===== src/rtl/mem_arbiter.sv =====
// mem_arbiter: shares one ram_dpi port between the IFU (read-only) and the LSU (read/write).
// Round-robin arbitration in IDLE, a programmable access delay in ACCESS (one
// memory strobe per transaction), then the response is held in RESP until taken.
//
// State table:
//   state  | meaning
//   IDLE   | no transaction; winner sees req_ready, handshake captures request
//   ACCESS | counting down latency; mem_valid strobes only when cnt==0
//   RESP   | owner's resp_valid high, resp_data held until resp_ready
//
// Ports:
//   clock, reset_n                    clock / async active-low reset
//   ifu_req_*  / ifu_resp_*           IFU read request and response channels
//   lsu_req_*  / lsu_resp_*           LSU read/write request and response channels
//   mem_valid, mem_raddr, mem_wen,
//   mem_waddr, mem_wdata, mem_wmask   ram_dpi drive (zero outside the strobe cycle)
//   mem_rdata                         ram_dpi read data
module mem_arbiter #(
  parameter int ADDR_W  = 32,
  parameter int DATA_W  = 32,
  parameter int LATENCY = 1
) (
  input  logic              clock,
  input  logic              reset_n,
  input  logic              ifu_req_valid,
  output logic              ifu_req_ready,
  input  logic [ADDR_W-1:0] ifu_req_addr,
  output logic              ifu_resp_valid,
  input  logic              ifu_resp_ready,
  output logic [DATA_W-1:0] ifu_resp_data,
  input  logic              lsu_req_valid,
  output logic              lsu_req_ready,
  input  logic [ADDR_W-1:0] lsu_req_addr,
  input  logic              lsu_req_wen,
  input  logic [DATA_W-1:0] lsu_req_wdata,
  input  logic [7:0]        lsu_req_wmask,
  output logic              lsu_resp_valid,
  input  logic              lsu_resp_ready,
  output logic [DATA_W-1:0] lsu_resp_data,
  output logic              mem_valid,
  output logic [ADDR_W-1:0] mem_raddr,
  output logic              mem_wen,
  output logic [ADDR_W-1:0] mem_waddr,
  output logic [DATA_W-1:0] mem_wdata,
  output logic [7:0]        mem_wmask,
  input  logic [DATA_W-1:0] mem_rdata
);

  if (LATENCY < 1 || LATENCY > 15) begin : g_latency_check
    $error("mem_arbiter: LATENCY must be within 1..15");
  end

  typedef enum logic [1:0] {S_IDLE, S_ACCESS, S_RESP} state_t;
  typedef enum logic [1:0] {OWN_NONE, OWN_IFU, OWN_LSU} owner_t;

  state_t            r_state;
  state_t            w_state_nxt;
  owner_t            r_owner;
  logic              r_last_lsu;
  logic [3:0]        r_cnt;
  logic [ADDR_W-1:0] r_addr;
  logic              r_wen;
  logic [DATA_W-1:0] r_wdata;
  logic [7:0]        r_wmask;
  logic [DATA_W-1:0] r_ifu_rdata;
  logic [DATA_W-1:0] r_lsu_rdata;

  logic w_win_ifu;
  logic w_win_lsu;
  logic w_accept;
  logic w_mem_fire;
  logic w_resp_done;

  // LSU wins when alone, or when both request and the IFU had the last grant.
  // Ready is gated by reset_n so every output reads 0 while reset is held.
  assign w_win_lsu = lsu_req_valid && (!ifu_req_valid || !r_last_lsu);
  assign w_win_ifu = ifu_req_valid && !w_win_lsu;

  always_ff @(posedge clock or negedge reset_n) begin
    if (!reset_n) r_state <= S_IDLE;
    else          r_state <= w_state_nxt;
  end

  always_comb begin
    w_state_nxt    = r_state;
    w_accept       = 1'b0;
    w_mem_fire     = 1'b0;
    w_resp_done    = 1'b0;
    ifu_req_ready  = 1'b0;
    lsu_req_ready  = 1'b0;
    ifu_resp_valid = 1'b0;
    lsu_resp_valid = 1'b0;
    case (r_state)
      S_IDLE: begin
        ifu_req_ready = reset_n && w_win_ifu;
        lsu_req_ready = reset_n && w_win_lsu;
        w_accept      = ifu_req_ready || lsu_req_ready;
        if (w_accept) w_state_nxt = S_ACCESS;
      end
      S_ACCESS: begin
        if (r_cnt == 4'd0) begin
          w_mem_fire  = 1'b1;
          w_state_nxt = S_RESP;
        end
      end
      S_RESP: begin
        ifu_resp_valid = (r_owner == OWN_IFU);
        lsu_resp_valid = (r_owner == OWN_LSU);
        w_resp_done    = (ifu_resp_valid && ifu_resp_ready) || (lsu_resp_valid && lsu_resp_ready);
        if (w_resp_done) w_state_nxt = S_IDLE;
      end
      default: w_state_nxt = S_IDLE;
    endcase
  end

  always_ff @(posedge clock or negedge reset_n) begin
    if (!reset_n) begin
      r_owner     <= OWN_NONE;
      r_last_lsu  <= 1'b1;
      r_cnt       <= 4'd0;
      r_addr      <= '0;
      r_wen       <= 1'b0;
      r_wdata     <= '0;
      r_wmask     <= '0;
      r_ifu_rdata <= '0;
      r_lsu_rdata <= '0;
    end else begin
      case (r_state)
        S_IDLE: begin
          if (w_accept) begin
            r_owner    <= w_win_lsu ? OWN_LSU : OWN_IFU;
            r_last_lsu <= w_win_lsu;
            r_addr     <= w_win_lsu ? lsu_req_addr : ifu_req_addr;
            r_wen      <= w_win_lsu && lsu_req_wen;
            r_wdata    <= w_win_lsu ? lsu_req_wdata : '0;
            r_wmask    <= w_win_lsu ? lsu_req_wmask : 8'h00;
            r_cnt      <= 4'(LATENCY - 1);
          end
        end
        S_ACCESS: begin
          if (r_cnt != 4'd0) r_cnt <= r_cnt - 4'd1;
          else if (r_owner == OWN_LSU) r_lsu_rdata <= mem_rdata;
          else r_ifu_rdata <= mem_rdata;
        end
        S_RESP: begin
          if (w_resp_done) r_owner <= OWN_NONE;
        end
        default: ;
      endcase
    end
  end

  // Memory drive is zero everywhere except the single strobe cycle.
  assign mem_valid     = w_mem_fire;
  assign mem_raddr     = w_mem_fire ? r_addr  : '0;
  assign mem_waddr     = w_mem_fire ? r_addr  : '0;
  assign mem_wen       = w_mem_fire && r_wen;
  assign mem_wdata     = w_mem_fire ? r_wdata : '0;
  assign mem_wmask     = w_mem_fire ? r_wmask : 8'h00;
  assign ifu_resp_data = r_ifu_rdata;
  assign lsu_resp_data = r_lsu_rdata;

endmodule

===== config.mk =====
export PLATFORM = sky130hd
export DESIGN_NAME = mem_arbiter
export DESIGN_NICKNAME = d
export VERILOG_FILES = /design/src/rtl/mem_arbiter.sv
export SDC_FILE = /design/constraint.sdc
export NUM_CORES = 1
export LEC_CHECK = 0
export ABC_CLOCK_PERIOD_IN_PS = 4900
export CAP_MARGIN = 20
export CORE_UTILIZATION = 45
export CTS_CLUSTER_DIAMETER = 120
export CTS_CLUSTER_SIZE = 25
export DETAILED_ROUTE_END_ITERATION = 12
export MAX_ROUTING_LAYER = met4
export PLACE_DENSITY = 0.86
export SYNTH_ARGS = -nofsm -noshare
export SYNTH_HDL_FRONTEND = slang
export SYNTH_SLANG_ARGS = --single-unit

===== constraint.sdc =====
create_clock -name clock -period 4.9 [get_ports clock]
set_input_delay 1.47 -clock clock [delete_from_list [all_inputs] [get_ports clock]]
set_output_delay 1.47 -clock clock [all_outputs]
set_load 0.01 [all_outputs]

==> results by group <==
GRT
  • Vias in the first global route: 5734
  • Initial antenna violation count: 0
  • Total grt overflow: 0
  • Total global-route track usage: 26.1%
  • Pin count of the biggest net entering global routing: 79
  • First-pass GRT wire length: 31.1 mm

Timing
  • Final setup TNS: 0 ps
  • Slew Viols, Final: 0
  • Period utilization: 91.1%
  • Clock Skew: 6.86 ps
  • Final min period: 4470 ps
  • RSZ-0062 raised after global routing: false
  • Slew @ Worst Pin: 941 ps
  • Rel. slew slack: 37.3%
  • Setup WS post-layout: 434 ps
  • Fmax: 224 MHz
  • Count of final setup violators: 0
  • Hold Vio Cnt, Final: 0

Logic synthesis
  • Area contributors post-synth: dfrtp_1 (52%), o21ai_0 (8.8%), and3_1 (6.6%)
  • Net Count, Synth: 755
  • Area share of the largest cell type after synthesis: 52.2%
  • Synthesis-stage register bit count: 146
  • Instance count of the mapped netlist: 611
  • Post-synthesis average cell area: 11.4 µm²
  • Yosys warns: 0
  • Sequential share of the synthesized area: 52.5%
  • Area leader, netlist: dfrtp_1
  • Library cells used by synthesis: 41
  • Mapped Area: 6960 µm²

Clock tree
  • Cts hold-fix bufs: 0
  • Total CTS buffers: 17
  • Clock root buffer: clkbuf_16
  • Post-CTS setup buffers: 0
  • CTS sink cnt: 146
  • Number of H-tree levels: 4
  • Clock-pin slew on the worst setup and hold paths: 50 ps
  • # resized after CTS: 0
  • Maximum clock insertion buffer count: 2
  • Clock latency on the worst-skew pair: 410 ps
  • TritonCTS clock tree: done

Worst setup path
  • Worst-path maximum fanout: 13
  • Setup crit end kind: output pin
  • Critical path launch point type: input pin
  • Worst Path Required: 3430 ps
  • Kind of critical path: input pin to output pin
  • CP arrival: 3000 ps

Placed design
  • Routability cong.: 0.785
  • Port Buffers: 316
  • Post-detail-place hpwl: 13.4 mm
  • Placement Setup Slack: 417 ps

Route
  • Remaining antenna violation count after routing: 0
  • Pre-Repair DR Iteration Count: 6
  • Vias per cell: 5.28
  • Drt wl/cell: 18.5 µm
  • Detailed Route Iter0 Violations: 262
  • DR DRC count: 0
  • Final wirelength: 19.8 mm
  • Via count: 5669

Floorplanning
  • Core Footprint: 15100 µm²
  • # rows: 45
  • Die width: 126 µm
  • Die H: 126 µm
  • Die ar.: 16000 µm²
  • Initial core utilization: 45.9%
  • IO Pins: 317

Finish
  • Net count, final: 1017
  • Layout area overhead: 51.9%
  • Finished Core Util: 69.7%
  • FF/Latch Area: 3650 µm²
  • Share of post-route cells with drive strength above 1: 13.1%
  • # diodes: 0
  • Area of the multi-input gates: 2790 µm²
  • Layout fillers: 1096

Status
  • Status: complete, no violations

Power and ir drop
  • Leakage: 4.72 nW
  • Worst vdd ir: 0.000326 V
  • Final total power: 0.00607 W
  • Cell Pwr Density: 574 nW/µm²

Min path
  • Worst hold path type: register to register

Run
  • Max cap viols: 0
[layout by cell type (no fill, tap or decap), drive strengths merged, types with 2 or more instances in the layout]
cell / n
mux2: 64
dfrtp: 145
inv: 7
nand3: 2
clkinv: 3
clkdlybuf4s50: 315
a31oi: 4
buf: 12
and3: 73
nand2: 33
a22o: 11
bufinv: 3
o21ai: 128
clkbuf: 18
nand2b: 4
a21oi: 3
mux2i: 34
clkinvlp: 5
o22ai: 2
nor2: 2
nor3b: 3
[layer usage]
| metal | GRT usage [%] | routed length (µm) |
|---|---|---|
| met3 | 8.14 | 1460 |
| met5 | - | 0 |
| met2 | 43.6 | 9920 |
| met1 | 30.4 | 8130 |
| met4 | 7.23 | 301 |
[path summary, 6_finish.rpt]
check / startpoint / cells past startpoint / end / slack (ps)
setup / recovery: reset_n / 5 / lsu_req_ready / 430
hold / removal: r_wdata[0]$_DFFE_PN0P_ / 1 / r_wdata[0]$_DFFE_PN0P_ / 490
setup reg to reg: r_cnt[0]$_DFFE_PN0P_ / 6 / ifu_resp_data[12]$_DFFE_PN0P_ / 2070
hold reg to reg: r_wdata[0]$_DFFE_PN0P_ / 1 / r_wdata[0]$_DFFE_PN0P_ / 490
max in group asynchronous: reset_n / 2 / r_wdata[3]$_DFFE_PN0P_ / 2880
min in group asynchronous: reset_n / 1 / lsu_resp_data[22]$_DFFE_PN0P_ / 860
[stage by stage]
stage	hold slack [ps]	cells	area [µm²]
floorplan	458	611	6960
finish	490	1073	10600
detailed placement	479	1042	9970
global placement	477	1042	9970
CTS	494	1073	10600
global route	511	1073	10600
[power by group]
group / switching, W / internal [W] / total (W)
registers: 0.000316 / 0.00179 / 0.00211
clock network: 0.000499 / 0.000797 / 0.00130
logic: 0.00119 / 0.00147 / 0.00267
[state kept, by name, indices dropped and copies added (netlist names)]
name           cells
lsu_resp_data     32
r_last_lsu         1
r_owner            2
ifu_resp_data     32
r_state            2
r_wen              1
r_cnt              4
r_wmask            8
r_addr            32
r_wdata           32
[cell usage after synthesis (all sizes together)]
cell,instances
dfstp,1
nor3b,3
a21oi,3
a21boi,1
mux2i,34
and2,1
nor2b,1
or4b,1
ha,1
nor2,2
dfrtp,145
buf,47
o2bb2ai,1
nand3,2
o22ai,2
clkbuf,37
or4,1
nand2b,4
nand3b,1
and2b,1
inv,5
nand2,33
o21ai,128
or3b,1
a31oi,4
mux2,64
and3,73
a22o,11
nor4b,1
and3b,1
a2111o,1
[critical path: stages]
cell and delay [ps]:
buf_6 140, nor3b_2 470, nand2_1 160, inv_1 180
clkdlybuf4s50_1 560
[logic make-up (layout without fill, tap and decap cells)]
family,count (synthesis),count (layout),share of synthesized area [%]
buffers and inverters,89,363,7.68
adder cells (fa/ha/maj),1,1,0.180
AND/OR/NAND/NOR,126,126,10.9
AO/OA/AOI/OAI,151,151,11.8
flip-flops,146,146,52.5
multiplexers,98,98,16.9
[cell type report]
| type | count | share of cell area [%] |
|---|---|---|
| sequential | 146 | 34.6 |
| timing repair buffer | 327 | 31.0 |
| multi-input combinational | 376 | 26.4 |
| clock buffer | 18 | 4.06 |
| tap | 188 | 2.23 |
| clock inverter | 13 | 1.52 |
| inverter | 5 | 0.178 |
Note: power is estimated with default switching activity, not from simulation.
